**config.mk**
```make
export PLATFORM = sky130hd
export DESIGN_NAME = alu_req_driver
export DESIGN_NICKNAME = d
export VERILOG_FILES = /design/src/rtl/alu_pkg.sv /design/src/rtl/alu_rsp_fifo.sv /design/src/rtl/alu_req_driver.sv
export SDC_FILE = /design/constraint.sdc
export NUM_CORES = 1
export LEC_CHECK = 0
export CAP_MARGIN = 10
export CORE_MARGIN = 3
export CORE_UTILIZATION = 27
export CTS_CLUSTER_SIZE = 10
export DETAILED_ROUTE_END_ITERATION = 10
export HOLD_SLACK_MARGIN = 0.12
export PLACE_DENSITY = 0.56
export SYNTH_ARGS = -nofsm -noshare
export SYNTH_HDL_FRONTEND = slang
export SYNTH_SLANG_ARGS = --single-unit
```
**constraint.sdc**
```tcl
create_clock -name clk -period 3.91 [get_ports clk]
set_input_delay 0.391 -clock clk [delete_from_list [all_inputs] [get_ports clk]]
set_output_delay 0.391 -clock clk [all_outputs]
set_load 0.03 [all_outputs]
```
**src/rtl/alu_pkg.sv**
```systemverilog
// Shared ALU constants, opcode encoding and a reference model of the wrapper ALU.
// The request driver itself never decodes opcodes; alu_ref is for modelling only.
package alu_pkg;

    localparam int unsigned DW  = 4;
    localparam int unsigned OPW = 3;

    typedef enum logic [OPW-1:0] {
        OP_ADD  = 3'd0,
        OP_SUB  = 3'd1,
        OP_AND  = 3'd2,
        OP_OR   = 3'd3,
        OP_XOR  = 3'd4,
        OP_SHL  = 3'd5,
        OP_SHR  = 3'd6,
        OP_PASS = 3'd7
    } alu_op_e;

    // Returns {carry, result}; SUB carry is the borrow, shifts carry out the shifted-off bit.
    function automatic logic [DW:0] alu_ref(input logic [DW-1:0] a,
                                            input logic [DW-1:0] b,
                                            input logic [OPW-1:0] op);
        logic [DW:0] r;
        r = {1'b0, a};
        case (alu_op_e'(op))
            OP_ADD:  r = {1'b0, a} + {1'b0, b};
            OP_SUB:  r = {1'b0, a} - {1'b0, b};
            OP_AND:  r = {1'b0, a & b};
            OP_OR:   r = {1'b0, a | b};
            OP_XOR:  r = {1'b0, a ^ b};
            OP_SHL:  r = {a, 1'b0};
            OP_SHR:  r = {a[0], 1'b0, a[DW-1:1]};
            default: r = {1'b0, a};
        endcase
        return r;
    endfunction

endpackage

```
**src/rtl/alu_rsp_fifo.sv**
```systemverilog
// Synchronous response FIFO with asynchronous reset; depth need not be a power of two.
module alu_rsp_fifo #(
    parameter int unsigned WIDTH = 7,
    parameter int unsigned DEPTH = 4
) (
    input  logic             clk,
    input  logic             rst_n,
    input  logic             push,
    input  logic             pop,
    input  logic [WIDTH-1:0] din,
    output logic             full,
    output logic             empty,
    output logic [WIDTH-1:0] dout
);

    localparam int unsigned PW = (DEPTH > 1) ? $clog2(DEPTH) : 1;
    localparam int unsigned CW = $clog2(DEPTH + 1);

    logic [WIDTH-1:0] mem [DEPTH];
    logic [PW-1:0]    wr_ptr;
    logic [PW-1:0]    rd_ptr;
    logic [CW-1:0]    count;
    logic             do_push;
    logic             do_pop;

    function automatic logic [PW-1:0] ptr_next(input logic [PW-1:0] p);
        return (p == PW'(DEPTH - 1)) ? '0 : p + PW'(1);
    endfunction

    assign full    = (count == CW'(DEPTH));
    assign empty   = (count == '0);
    assign do_pop  = pop & ~empty;
    // When full, a simultaneous pop frees the slot being written.
    assign do_push = push & (~full | do_pop);
    assign dout    = mem[rd_ptr];

    always_ff @(posedge clk or negedge rst_n) begin
        if (!rst_n) begin
            wr_ptr <= '0;
            rd_ptr <= '0;
            count  <= '0;
        end else begin
            if (do_push) wr_ptr <= ptr_next(wr_ptr);
            if (do_pop)  rd_ptr <= ptr_next(rd_ptr);
            case ({do_push, do_pop})
                2'b10:   count <= count + CW'(1);
                2'b01:   count <= count - CW'(1);
                default: count <= count;
            endcase
        end
    end

    always_ff @(posedge clk) begin
        if (do_push) mem[wr_ptr] <= din;
    end

endmodule

```
**src/rtl/alu_req_driver.sv**
```systemverilog
// Initiator for the registered ALU wrapper: issues tagged requests, tracks in-flight ops
// and returns results in order through a credit-protected response FIFO.
module alu_req_driver
    import alu_pkg::*;
#(
    parameter int unsigned DW        = alu_pkg::DW,
    parameter int unsigned OPW       = alu_pkg::OPW,
    parameter int unsigned TAGW      = 2,
    parameter int unsigned LAT       = 2,
    parameter int unsigned RSP_DEPTH = 4
) (
    input  logic            clk,
    input  logic            rst_n,
    input  logic            req_valid,
    output logic            req_ready,
    input  logic [DW-1:0]   req_a,
    input  logic [DW-1:0]   req_b,
    input  logic [OPW-1:0]  req_op,
    input  logic [TAGW-1:0] req_tag,
    output logic            rsp_valid,
    input  logic            rsp_ready,
    output logic [DW-1:0]   rsp_result,
    output logic            rsp_carry,
    output logic [TAGW-1:0] rsp_tag,
    output logic [DW-1:0]   alu_a,
    output logic [DW-1:0]   alu_b,
    output logic [OPW-1:0]  alu_op,
    input  logic [DW-1:0]   alu_result,
    input  logic            alu_carry,
    output logic            busy
);

    localparam int unsigned CW = $clog2(RSP_DEPTH + 1);
    localparam int unsigned FW = DW + 1 + TAGW;

    logic [LAT:0]      sr;
    logic [TAGW-1:0]   tg [LAT+1];
    logic [CW-1:0]     cnt;
    logic              accept;
    logic              pop;
    logic              push;
    logic              fifo_full;
    logic              fifo_empty;
    logic [FW-1:0]     fifo_dout;

    // Credit covers both buffered and in-flight ops, so a capture always has room.
    assign req_ready = (cnt < CW'(RSP_DEPTH));
    assign accept    = req_valid & req_ready;
    assign rsp_valid = ~fifo_empty;
    assign pop       = rsp_valid & rsp_ready;
    assign push      = sr[LAT];
    assign busy      = (cnt != '0);

    always_ff @(posedge clk or negedge rst_n) begin
        if (!rst_n) begin
            alu_a  <= '0;
            alu_b  <= '0;
            alu_op <= '0;
            sr     <= '0;
            cnt    <= '0;
            for (int unsigned i = 0; i <= LAT; i++) tg[i] <= '0;
        end else begin
            if (accept) begin
                alu_a  <= req_a;
                alu_b  <= req_b;
                alu_op <= req_op;
                tg[0]  <= req_tag;
            end
            sr <= {sr[LAT-1:0], accept};
            for (int unsigned i = 1; i <= LAT; i++) tg[i] <= tg[i-1];
            case ({accept, pop})
                2'b10:   cnt <= cnt + CW'(1);
                2'b01:   cnt <= cnt - CW'(1);
                default: cnt <= cnt;
            endcase
        end
    end

    alu_rsp_fifo #(
        .WIDTH (FW),
        .DEPTH (RSP_DEPTH)
    ) u_rsp_fifo (
        .clk   (clk),
        .rst_n (rst_n),
        .push  (push),
        .pop   (pop),
        .din   ({alu_result, alu_carry, tg[LAT]}),
        .full  (fifo_full),
        .empty (fifo_empty),
        .dout  (fifo_dout)
    );

    assign rsp_result = fifo_dout[FW-1 -: DW];
    assign rsp_carry  = fifo_dout[TAGW];
    assign rsp_tag    = fifo_dout[TAGW-1:0];

    a_no_overflow: assert property (@(posedge clk) disable iff (!rst_n) push |-> !fifo_full);

endmodule

```
==> results.txt, run 1 <==
----------------------------------------------------
[Timing]
  Fin. max-slew vios ... 0
  Clock tree skew after final layout ... 0.00484 ns
  Unrepaired setup endpoints after global routing ... no
  Setup TNS ... 0 ns
  Number of setup violations in the final report ... 0
  Final number of hold-violating endpoints ... 0
  Hold_ws ... between 0.3 and 0.4 ns
  Post-layout minimum cycle time ... 2.57 ns
  Relative max-transition margin ... 65.8%
  Share of the cycle needed by the critical path after routing ... between 60% and 70%
  Final Worst Setup Slack ... about 1.3 ns
  Fmax ... 388 MHz
  Pin slew with the least headroom to its limit ... 0.512 ns

[Clock network]
  Number of setup buffers added after CTS ... 0
  Root buffer selected by CTS ... sky130_fd_sc_hd__clkbuf_8
  TritonCTS clock tree ... done
  Number of hold buffers added after cts ... 0
  H-tree depth ... 3
  Resized cells post-CTS ... 0
  Clk_lat worst skew ... about 0.33 ns
  TritonCTS buffer count ... 9
  Clock-pin slew on the worst setup and hold paths ... roughly 0.06 ns
  Total number of clock tree sinks ... 58
  Clock buffer depth ... 2

[Cells and area]
  Count of non-filler cells in the finished layout ... just under 300
  Relative area change from synthesis to final layout ... 31.8%
  Fin area ... 0.00303 sq mm
  Share of post-route cells with drive strength above 1 ... 21.6%
  Final core area utilization ... between 30% and 40%
  Antenna fix cells ... 0
  Number of nets in the layout ... 211
  Filler instances ... ~810

[Placed design]
  Place WS ... 1.47 ns
  Cells after DPL ... between 200 and 300
  RePlAce Congestion ... slightly above 0.7
  Placed Area ... 0.00285 sq mm
  Number of I/O port buffers ... 42
  Final HPWL from detailed placement ... roughly 2.7 mm

[Synthesis]
  Post-synthesis simple-gate area fraction ... roughly 3.4%
  Proportion of synthesized flip-flops having asynchronous set or reset ... slightly above 50%
  Post-Synth Adder-Cell Area ... approximately 5.5%
  Cell taking the most area after synthesis ... sky130_fd_sc_hd__edfxtp_1
  Share of the synthesized area in the top cell type ... 36.5%
  Synthesis Warnings ... 0
  Synth Area per Inst ... 17.8 sq um
  Net count of the mapped netlist ... 160
  Area fraction in compound gates after synthesis ... less than 1%
  Post-synthesis cell area ... around 0.0023 sq mm
  Dominant cell by count in the synthesized netlist ... sky130_fd_sc_hd__dfrtp_1
  Register bit total from synthesis ... 58
  Most instantiated flip-flop cell in the synthesis netlist ... sky130_fd_sc_hd__dfrtp_1
  Number of enable-type register cells in the synthesized netlist ... 28
  Synthesized instance count ... 129
  Share of synthesized area occupied by flip-flops and latches ... 69.2%
  Xor and xnor area share after synthesis ... 2.28%
  Number of distinct standard cells referenced by the synthesized netlist ... 21
  Top cells by instance count after synthesis ... sky130_fd_sc_hd__dfrtp_1, sky130_fd_sc_hd__edfxtp_1, sky130_fd_sc_hd__mux2_2
  Dominant combinational cell family by area after synthesis ... multiplexers
  Biggest area contributors in the synthesized netlist ... sky130_fd_sc_hd__edfxtp_1, sky130_fd_sc_hd__dfrtp_1, sky130_fd_sc_hd__mux4_2
  Share of synthesized area spent on multiplexers ... 16.4%

[Flow run]
  Max-cap violation count ... 0

[Floorplan]
  Die span in y ... 98.3 microns
  Initial Utilization ... between 20 and 30%
  Count of pins on the block boundary ... 43
  Floorplan die area ... 0.00967 sq mm
  Overall die width ... 98.3 microns
  Site row count ... 33
  Placeable Area ... between 0.008 and 0.009 sq mm

[Route]
  Remaining DRCs ... 0
  Vias post-DR ... between 1,000 and 1,500
  Detailed-route wire length per cell ... around 14 microns
  Total wire length after detailed routing ... 3.94 mm
  Routed Antenna Nets ... 0
  Routed vias/inst ... 4.12
  Violation count after the first detailed-routing iteration ... 47
  First drt pass iteration count ... 4

[Global route]
  Total global routing overflow ... 0
  Number of global-route vias before repair ... 1,289
  Met3 capacity usage during global routing ... 6.64%
  First-pass GRT wire length ... between 6 and 7 mm
  Met1 Use GR ... 11.3%
  Met2 layer usage reported by global route ... 12.3%
  Initial antenna violation count ... 0
  Maximum number of pins on one net before global-route repair ... 31
  Global routing's busiest layer ... met2
  Global-route usage over all layers ... 9.06%

[Power and ir drop]
  Leakage component of the power ... around 1.2 nW
  Cell area power density ... 820 mW/mm^2
  Maximum vdd ir drop ... 0.401 mV
  Total power draw ... 2.49 mW

[Worst setup path]
  CP max stage delay ... 0.66 ns
  Crit path launch type ... flop
  Max Fanout on Critical Path ... 10
  Slowest stage cell on the critical path ... sky130_fd_sc_hd__dfrtp_1
  Critical path required time ... 3.52 ns
  Number of buffer and inverter instances along the worst setup path ... 1
  Endpoint arrival time on the critical path ... 2.18 ns
  Crit path max-delay family ... flip-flops
  Cell Chain, Critical Path ... mux4_2 > clkdlybuf4s50_1
  Nature of the critical path endpoint ... primary output
  WS Path Type ... flop to primary output

[Outcome]
  Outcome ... finished, final reports clean

[Min path]
  Class of the most critical hold timing path ... flop to flop

----------------------------------------------------
==> metal layers <==
| metal | vias up | part of all wire [%] | wire [microns] |
|---|---|---|---|
| met5 | - | 0 | 0 |
| met4 | 0 | 0.56 | 22 |
| met3 | 4 | 12 | 482 |
| met2 | 52 | 42 | 1670 |
| met1 | 582 | 45 | 1770 |
| li1 | 558 | - | - |
==> flip-flops by register name, summed over array words and instances (netlist names), 3 cells and up <==
signal,count
u_rsp_fifo.mem,28
alu_a,4
alu_b,4
u_rsp_fifo.count,3
sr,3
tg,6
cnt,3
alu_op,3
==> where the power goes <==
part / leakage (nW) / switching, mW / internal [mW] / total (mW)
registers: 0.610 / 0.129 / 0.857 / 0.987
clock network: 0.0939 / 0.226 / 0.286 / 0.512
logic: 0.477 / 0.499 / 0.490 / 0.989
total: 1.18 / 0.855 / 1.63 / 2.49
==> area by class of cell <==
cell class / instances / area, sq um / share of cell area (%)
clock inverters: 7 / 60.1 / 1.98
repair buffers: 44 / 435 / 14.4
well taps: 105 / 131 / 4.33
multi-input cells: 55 / 646 / 21.3
clock buffers: 9 / 124 / 4.08
inverters: 12 / 45.0 / 1.49
flip-flops and latches: 58 / 1590 / 52.5
==> worst register-to-register path, stage by stage (launching register included) <==
cell and delay (ns):
sky130_fd_sc_hd__dfrtp_1 0.41, sky130_fd_sc_hd__o41a_1 0.52, sky130_fd_sc_hd__inv_1 0.09, sky130_fd_sc_hd__ha_1 0.18
sky130_fd_sc_hd__inv_1 0.06, sky130_fd_sc_hd__fa_1 0.37, sky130_fd_sc_hd__xor2_1 0.15, sky130_fd_sc_hd__nor2_1 0.11
sky130_fd_sc_hd__xnor2_1 0.12
==> cell usage in the layout (no fill, tap or decap) <==
cell type | synthesis | layout
sky130_fd_sc_hd__xor2_1 | 2 | 2
sky130_fd_sc_hd__buf_4 | 0 | 2
sky130_fd_sc_hd__ha_1 | 7 | 7
sky130_fd_sc_hd__mux2_2 | 13 | 13
sky130_fd_sc_hd__nand3_1 | 1 | 1
sky130_fd_sc_hd__clkdlybuf4s50_1 | 0 | 42
sky130_fd_sc_hd__or3_4 | 1 | 1
sky130_fd_sc_hd__mux2_4 | 2 | 2
sky130_fd_sc_hd__nor2b_1 | 1 | 1
sky130_fd_sc_hd__inv_1 | 12 | 12
sky130_fd_sc_hd__bufinv_16 | 0 | 1
sky130_fd_sc_hd__clkinvlp_4 | 0 | 1
sky130_fd_sc_hd__mux2_1 | 2 | 2
sky130_fd_sc_hd__fa_1 | 2 | 2
sky130_fd_sc_hd__clkinv_2 | 0 | 3
sky130_fd_sc_hd__mux2i_1 | 2 | 2
sky130_fd_sc_hd__clkinv_1 | 0 | 2
sky130_fd_sc_hd__o41a_1 | 1 | 1
sky130_fd_sc_hd__xnor2_1 | 4 | 4
sky130_fd_sc_hd__dfrtp_1 | 30 | 30
sky130_fd_sc_hd__and2_4 | 1 | 1
sky130_fd_sc_hd__nor2_1 | 4 | 4
sky130_fd_sc_hd__clkbuf_8 | 0 | 9
sky130_fd_sc_hd__edfxtp_1 | 28 | 28
sky130_fd_sc_hd__mux4_2 | 7 | 7
sky130_fd_sc_hd__and2_1 | 5 | 5
==> path summary, 6_finish.rpt <==
| kind | from | end | slack, ns | cells after the start |
|---|---|---|---|---|
| hold / removal | tg[3] | tg[1] | 0.35 | 0 |
| setup reg to reg | u_rsp_fifo.count[0] | u_rsp_fifo.count[2] | 1.82 | 8 |
| min in group asynchronous | rst_n | alu_op[2] | 0.45 | 2 |
| setup / recovery | u_rsp_fifo.rd_ptr[0] | rsp_tag[0] | 1.34 | 2 |
| hold reg to reg | tg[3] | tg[1] | 0.35 | 0 |
| max in group asynchronous | rst_n | cnt[1] | 3.17 | 2 |
==> cells by family after synthesis <==
logic type,after synthesis
adder cells (fa/ha/maj),9
multiplexers,26
XOR/XNOR,6
flip-flops,58
AND/OR/NAND/NOR,13
AO/OA/AOI/OAI,1
buffers and inverters,16
(Power assumes the default switching activity.)
==> run 2, diff against run 1 <==
Clock period 3.91 ns to 2.4 ns, I/O delays scaled along.
==> run 2 against run 1 <==
  * Setup slack got worse by 1.2 ns
  * Hold slack lost 0.044 ns
  * Clock power is 83% higher
  * Wire length shrank 2.7%
  * Utilization up 0.41 points
  * Die area did not move
  * Critical path depth unchanged
  * Largest cell class unchanged
==> results.txt, run 2 (synthesized netlist as in run 1, its figures left out) <==
----------------------------------------------------
[Placed design]
  RePlAce Congestion ... 0.684
  Place WS ... about 0.22 ns
  Number of I/O port buffers ... 42
  Placed Area ... 0.00286 sq mm
  Final HPWL from detailed placement ... 2.68 mm

[Worst setup path]
  WS Path Type ... flop to primary output
  Number of buffer and inverter instances along the worst setup path ... 1
  Endpoint arrival time on the critical path ... 2.02 ns
  Crit path max-delay family ... buffers and inverters
  Number of cell instances on the worst register-to-register path ... 8
  Max Fanout on Critical Path ... 10
  Critical register-to-register path endpoint ... u_rsp_fifo.count[2]
  Critical path required time ... 2.16 ns
  Startpoint of the worst register-to-register path ... u_rsp_fifo.count[0]
  CP max stage delay ... 0.61 ns
  Nature of the critical path endpoint ... primary output
  Cell Chain, Critical Path ... mux4_2 > clkdlybuf4s50_1
  Slowest stage cell on the critical path ... sky130_fd_sc_hd__clkdlybuf4s50_1
  Cell depth of the worst setup path ... 2
  Crit path launch type ... flop
  R2R setup slack ... ~0.4 ns

[Power and ir drop]
  Cell area power density ... 1360 mW/mm^2
  Leakage component of the power ... approximately 1.2 nW
  Maximum vdd ir drop ... 0.684 mV

[Floorplan]
  Count of pins on the block boundary ... 43
  Initial Utilization ... 27.9%
  Placeable Area ... 0.00826 sq mm
  Floorplan die area ... 0.00967 sq mm
  Overall die width ... 98.3 microns
  Die span in y ... 98.3 microns
  Site row count ... 33

[Route]
  Routed Antenna Nets ... 0
  Vias post-DR ... 1,187
  Met3 layer wire length in the routed design ... 460 microns
  Total wire length after detailed routing ... approximately 3.8 mm
  Violation count after the first detailed-routing iteration ... 33
  Remaining DRCs ... 0
  Detailed-route wire length per cell ... 13.2 microns
  Met2 layer wire length in the routed design ... 1.55 mm
  Routed vias/inst ... 4.08
  Wire length on met1 ... about 1.8 mm
  First drt pass iteration count ... 4
  Top sig layer ... met4

[Global route]
  Initial antenna violation count ... 0
  Number of global-route vias before repair ... ~1,300
  Global-route usage over all layers ... roughly 8.8%
  Maximum number of pins on one net before global-route repair ... 31
  First-pass GRT wire length ... 6.56 mm
  Total global routing overflow ... 0

[Cells and area]
  Most common cell after layout, fill and taps aside ... sky130_fd_sc_hd__clkdlybuf4s50_1
  Fin area ... approximately 0.0031 sq mm
  Share of post-route cells with drive strength above 1 ... between 20% and 30%
  Register bank with the most flops ... u_rsp_fifo.mem
  Commonest cells after routing, fill and taps aside ... sky130_fd_sc_hd__clkdlybuf4s50_1, sky130_fd_sc_hd__dfrtp_1, sky130_fd_sc_hd__edfxtp_1
  Relative area change from synthesis to final layout ... 33.3%
  Number of nets in the layout ... 212
  Largest registers ranked by flip-flop count ... u_rsp_fifo.mem x28, tg x6
  Antenna fix cells ... 0
  Largest register FFs ... 28

[Timing]
  Setup TNS ... 0 ns
  Post-layout minimum cycle time ... between 2 and 2.5 ns
  Final number of hold-violating endpoints ... 0
  Fin. max-slew vios ... 0
  Fmax ... ~440 MHz
  Final Worst Setup Slack ... 0.141 ns
  Relative max-transition margin ... 73.3%
  Pin slew with the least headroom to its limit ... between 0.4 and 0.5 ns
  Clock tree skew after final layout ... 0.00738 ns
  Unrepaired setup endpoints after global routing ... no
  Number of setup violations in the final report ... 0
  Share of the cycle needed by the critical path after routing ... 94.1%

[Clock network]
  Clk_lat worst skew ... 0.32 ns
  Root buffer selected by CTS ... sky130_fd_sc_hd__clkbuf_8
  Number of setup buffers added after CTS ... 0
  Total number of clock tree sinks ... 58
  TritonCTS buffer count ... 9
  Resized cells post-CTS ... 1
  TritonCTS clock tree ... done
  Number of hold buffers added after cts ... 0
  Clock-pin slew on the worst setup and hold paths ... 0.06 ns
  H-tree depth ... 3
  Clock buffer depth ... 2

[Flow run]
  Max-cap violation count ... 0

[Min path]
  Class of the most critical hold timing path ... input port to async pin

[Outcome]
  Outcome ... finished, final reports clean

----------------------------------------------------
[run 2: cell count changes in the layout (fill, tap and decap cells not counted)]
| cell | delta |
|---|---|
| sky130_fd_sc_hd__buf_4 | +1 |
| sky130_fd_sc_hd__bufinv_16 | +1 |
| sky130_fd_sc_hd__clkbuf_1 | +1 |
| sky130_fd_sc_hd__clkinv_1 | -1 |
| sky130_fd_sc_hd__clkinv_2 | -1 |
| sky130_fd_sc_hd__dfrtp_1 | -1 |
| sky130_fd_sc_hd__dfrtp_2 | +1 |
[run 2: area by class of cell]
type	count	area (sq um)
fill	788	5190
sequential	58	1590
multi-input combinational	55	646
timing repair buffer	45	443
tap	105	131
clock buffer	10	128
clock inverter	6	81.3
inverter	12	45.0
[run 2: how the worst max path moves through the flow]
stage | start | to | slack, ns
5_1_grt | u_rsp_fifo.rd_ptr[0] | rsp_tag[0] | 0.07
4_1_cts | u_rsp_fifo.rd_ptr[0] | rsp_tag[0] | 0.1
6_report | u_rsp_fifo.rd_ptr[0] | rsp_tag[0] | 0.14
3_5_place_dp | rsp_ready | u_rsp_fifo.count[2] | 0.22
3_3_place_gp | rsp_ready | u_rsp_fifo.count[2] | 0.24
2_1_floorplan | u_rsp_fifo.count[0] | u_rsp_fifo.count[2] | 0.43
[run 2: layer usage]
metal	vias to the layer above	track usage (%)
met3	4	6.86
met5	-	0
met2	52	11.8
met4	0	2.52
met1	566	11.0
li1	565	-
[run 2: metrics by stage]
stage / hold slack, ns / power, mW / std cells / utilization [%]
CTS: 0.302 / 4.24 / 291 / 37.1
global route: 0.327 / 4.45 / 291 / 37.1
detailed placement: 0.335 / 3.27 / 275 / 34.6
finish: 0.302 / 4.17 / 291 / 37.1
global placement: 0.332 / 3.25 / 275 / 34.6
floorplan: -0.0556 / 2.68 / 129 / -
[run 2: power by group]
part           internal [mW]  switching (mW)  total (mW)
Combinational          0.809           0.814        1.62
Sequential              1.40           0.208        1.61
Clock                  0.577           0.362       0.939
[run 2: worst reg2reg max path, delay by kind of cell, from the launching register on]
| family | cells | cell delay [ns] |
|---|---|---|
| AND/OR/NAND/NOR | 1 | 0.12 |
| XOR/XNOR | 2 | 0.28 |
| buffers and inverters | 2 | 0.12 |
| adder cells (fa/ha/maj) | 2 | 0.53 |
| AO/OA/AOI/OAI | 1 | 0.45 |
| flip-flops | 1 | 0.41 |
==> run 3, diff against run 2 <==
==> constraint.sdc (replaced) <==
create_clock -name clk -period 2.4 [get_ports clk]
set_input_delay 0.6 -clock clk [delete_from_list [all_inputs] [get_ports clk]]
set_output_delay 0.6 -clock clk [all_outputs]
set_load 0.03 [all_outputs]
==> run 3 against run 2 <==
  * Clock skew increased by 0.0025 ns
  * Combinational power about the same
  * Global-route usage increased by 0.28 points
  * Hold slack improved by 0.046 ns
  * Sequential power about the same
  * Fmax decreased by 2.6%
  * Critical endpoint is now rsp_result[3]
  * Total power decreased by 5.6%
  * Wire length increased by 1.0%
  * Setup slack got worse by 0.060 ns
  * Non-clock buffer count increased by 7
  * Utilization decreased by 0.32 points
==> results.txt, run 3 (synthesized netlist as in run 1, its figures left out) <==
----------------------------------------------------
[Power and ir drop]
  Maximum vdd ir drop ... 0.674 mV
  Cell area power density ... 1290 mW/mm^2
  Leakage component of the power ... 1.21 nW

[Timing]
  Fin. max-slew vios ... 0
  Post-layout minimum cycle time ... 2.32 ns
  Final number of hold-violating endpoints ... 0
  Fmax ... 431 MHz
  Unrepaired setup endpoints after global routing ... no
  Hold_ws ... about 0.35 ns
  Pin slew with the least headroom to its limit ... 0.390 ns
  Share of the cycle needed by the critical path after routing ... 96.7%
  Clock tree skew after final layout ... just under 0.01 ns
  Relative max-transition margin ... 74.0%
  Number of setup violations in the final report ... 0

[Worst setup path]
  Launch point of the worst path ... u_rsp_fifo.rd_ptr[0]
  Endpoint arrival time on the critical path ... 1.72 ns
  Crit path capture ... rsp_result[3]
  Crit path max-delay family ... buffers and inverters
  Startpoint of the worst register-to-register path ... u_rsp_fifo.count[0]
  Number of buffer and inverter instances along the worst setup path ... 2
  Critical register-to-register path endpoint ... u_rsp_fifo.count[2]
  WS Path Type ... flop to primary output
  Number of cell instances on the worst register-to-register path ... 8
  Cell Chain, Critical Path ... buf_4 > mux4_2 > dlygate4sd2_1
  CP max stage delay ... 0.49 ns
  Cell depth of the worst setup path ... 3
  Nature of the critical path endpoint ... primary output
  R2R setup slack ... 0.43 ns
  Slowest stage cell on the critical path ... sky130_fd_sc_hd__mux4_2
  Critical path required time ... 1.80 ns
  Crit path launch type ... flop
  Max Fanout on Critical Path ... 4

[Clock network]
  TritonCTS buffer count ... 9
  Number of hold buffers added after cts ... 0
  Number of setup buffers added after CTS ... 0
  Clock buffer depth ... 2
  H-tree depth ... 3
  Clock-pin slew on the worst setup and hold paths ... 0.06 ns
  Total number of clock tree sinks ... 58
  Clk_lat worst skew ... about 0.32 ns
  Root buffer selected by CTS ... sky130_fd_sc_hd__clkbuf_8
  TritonCTS clock tree ... done
  Resized cells post-CTS ... 7

[Cells and area]
  Commonest cells after routing, fill and taps aside ... sky130_fd_sc_hd__clkdlybuf4s50_1, sky130_fd_sc_hd__dfrtp_1, sky130_fd_sc_hd__edfxtp_1
  Final core area utilization ... 36.8%
  Register bank with the most flops ... u_rsp_fifo.mem
  Relative area change from synthesis to final layout ... 32.1%
  Most common cell after layout, fill and taps aside ... sky130_fd_sc_hd__clkdlybuf4s50_1
  Antenna fix cells ... 0
  Number of nets in the layout ... 219
  Share of post-route cells with drive strength above 1 ... 25.9%
  Count of non-filler cells in the finished layout ... between 200 and 300
  Largest register FFs ... 28
  Largest registers ranked by flip-flop count ... u_rsp_fifo.mem x28, tg x6

[Placed design]
  Final HPWL from detailed placement ... 2.67 mm
  Number of I/O port buffers ... 42
  RePlAce Congestion ... 0.691
  Cells after DPL ... 282

[Route]
  Violation count after the first detailed-routing iteration ... a little under 60
  First drt pass iteration count ... 4
  Remaining DRCs ... 0
  Detailed-route wire length per cell ... between 10 and 15 microns
  Vias post-DR ... 1,224
  Routed Antenna Nets ... 0
  Routed vias/inst ... roughly 4.1
  Total wire length after detailed routing ... 3.88 mm

[Global route]
  First-pass GRT wire length ... 6.70 mm
  Global routing's busiest layer ... met2
  Maximum number of pins on one net before global-route repair ... 31
  Number of global-route vias before repair ... 1,345
  Initial antenna violation count ... 0
  Global-route usage over all layers ... 9.12%
  Met2 layer usage reported by global route ... 12.8%
  Total global routing overflow ... 0
  Met3 capacity usage during global routing ... 6.57%
  Met1 Use GR ... 11.1%

[Floorplan]
  Placeable Area ... slightly above 0.008 sq mm
  Floorplan die area ... ~0.0097 sq mm
  Site row count ... 33
  Die span in y ... 98.3 microns
  Overall die width ... 98.3 microns
  Initial Utilization ... roughly 28%
  Count of pins on the block boundary ... 43

[Min path]
  Class of the most critical hold timing path ... flop to flop

[Outcome]
  Outcome ... finished, final reports clean

[Flow run]
  Max-cap violation count ... 0

----------------------------------------------------
[run 3: worst min-delay path by stage]
stage | cells past startpoint | to | slack (ns) | start
final | 0 | sr[1] | 0.35 | sr[0]
after global placement | 0 | tg[0] | 0.33 | tg[2]
after floorplan | 0 | alu_a[0] | 0.30 | rst_n
after global routing | 0 | tg[0] | 0.36 | tg[2]
after detailed placement | 0 | sr[1] | 0.34 | sr[0]
after CTS | 0 | sr[1] | 0.35 | sr[0]
[run 3: metrics by stage]
stage               worst slack, ns  instance area (sq um)  TNS (ns)  power, mW
floorplan                     0.294                   2300         0       2.68
global placement            -0.0242                   2910   -0.0242       3.32
detailed placement           -0.104                   2910    -0.104       3.34
CTS                          0.0165                   3060         0       4.02
global route                0.00158                   3040         0       4.23
finish                       0.0801                   3040         0       3.94
[run 3: layout make-up]
cell class / instances / area (sq um)
fillers: 823 / 5220
flip-flops and latches: 58 / 1590
multi-input cells: 55 / 646
repair buffers: 52 / 472
clock buffers: 12 / 135
well taps: 105 / 131
inverters: 12 / 45.0
clock inverters: 4 / 20.0
[run 3: per-layer routing]
layer / vias to the layer above / share of wire (%)
li1: 573 / -
met1: 600 / 46
met2: 49 / 43
met3: 2 / 11
met4: 0 / 0.39
met5: - / 0
[run 3: where the power goes]
group / internal (mW) / total (mW) / leakage [nW] / switching [mW]
clock network: 0.366 / 0.712 / 0.0754 / 0.346
logic: 0.789 / 1.64 / 0.522 / 0.855
registers: 1.40 / 1.58 / 0.610 / 0.182
total: 2.55 / 3.94 / 1.21 / 1.38
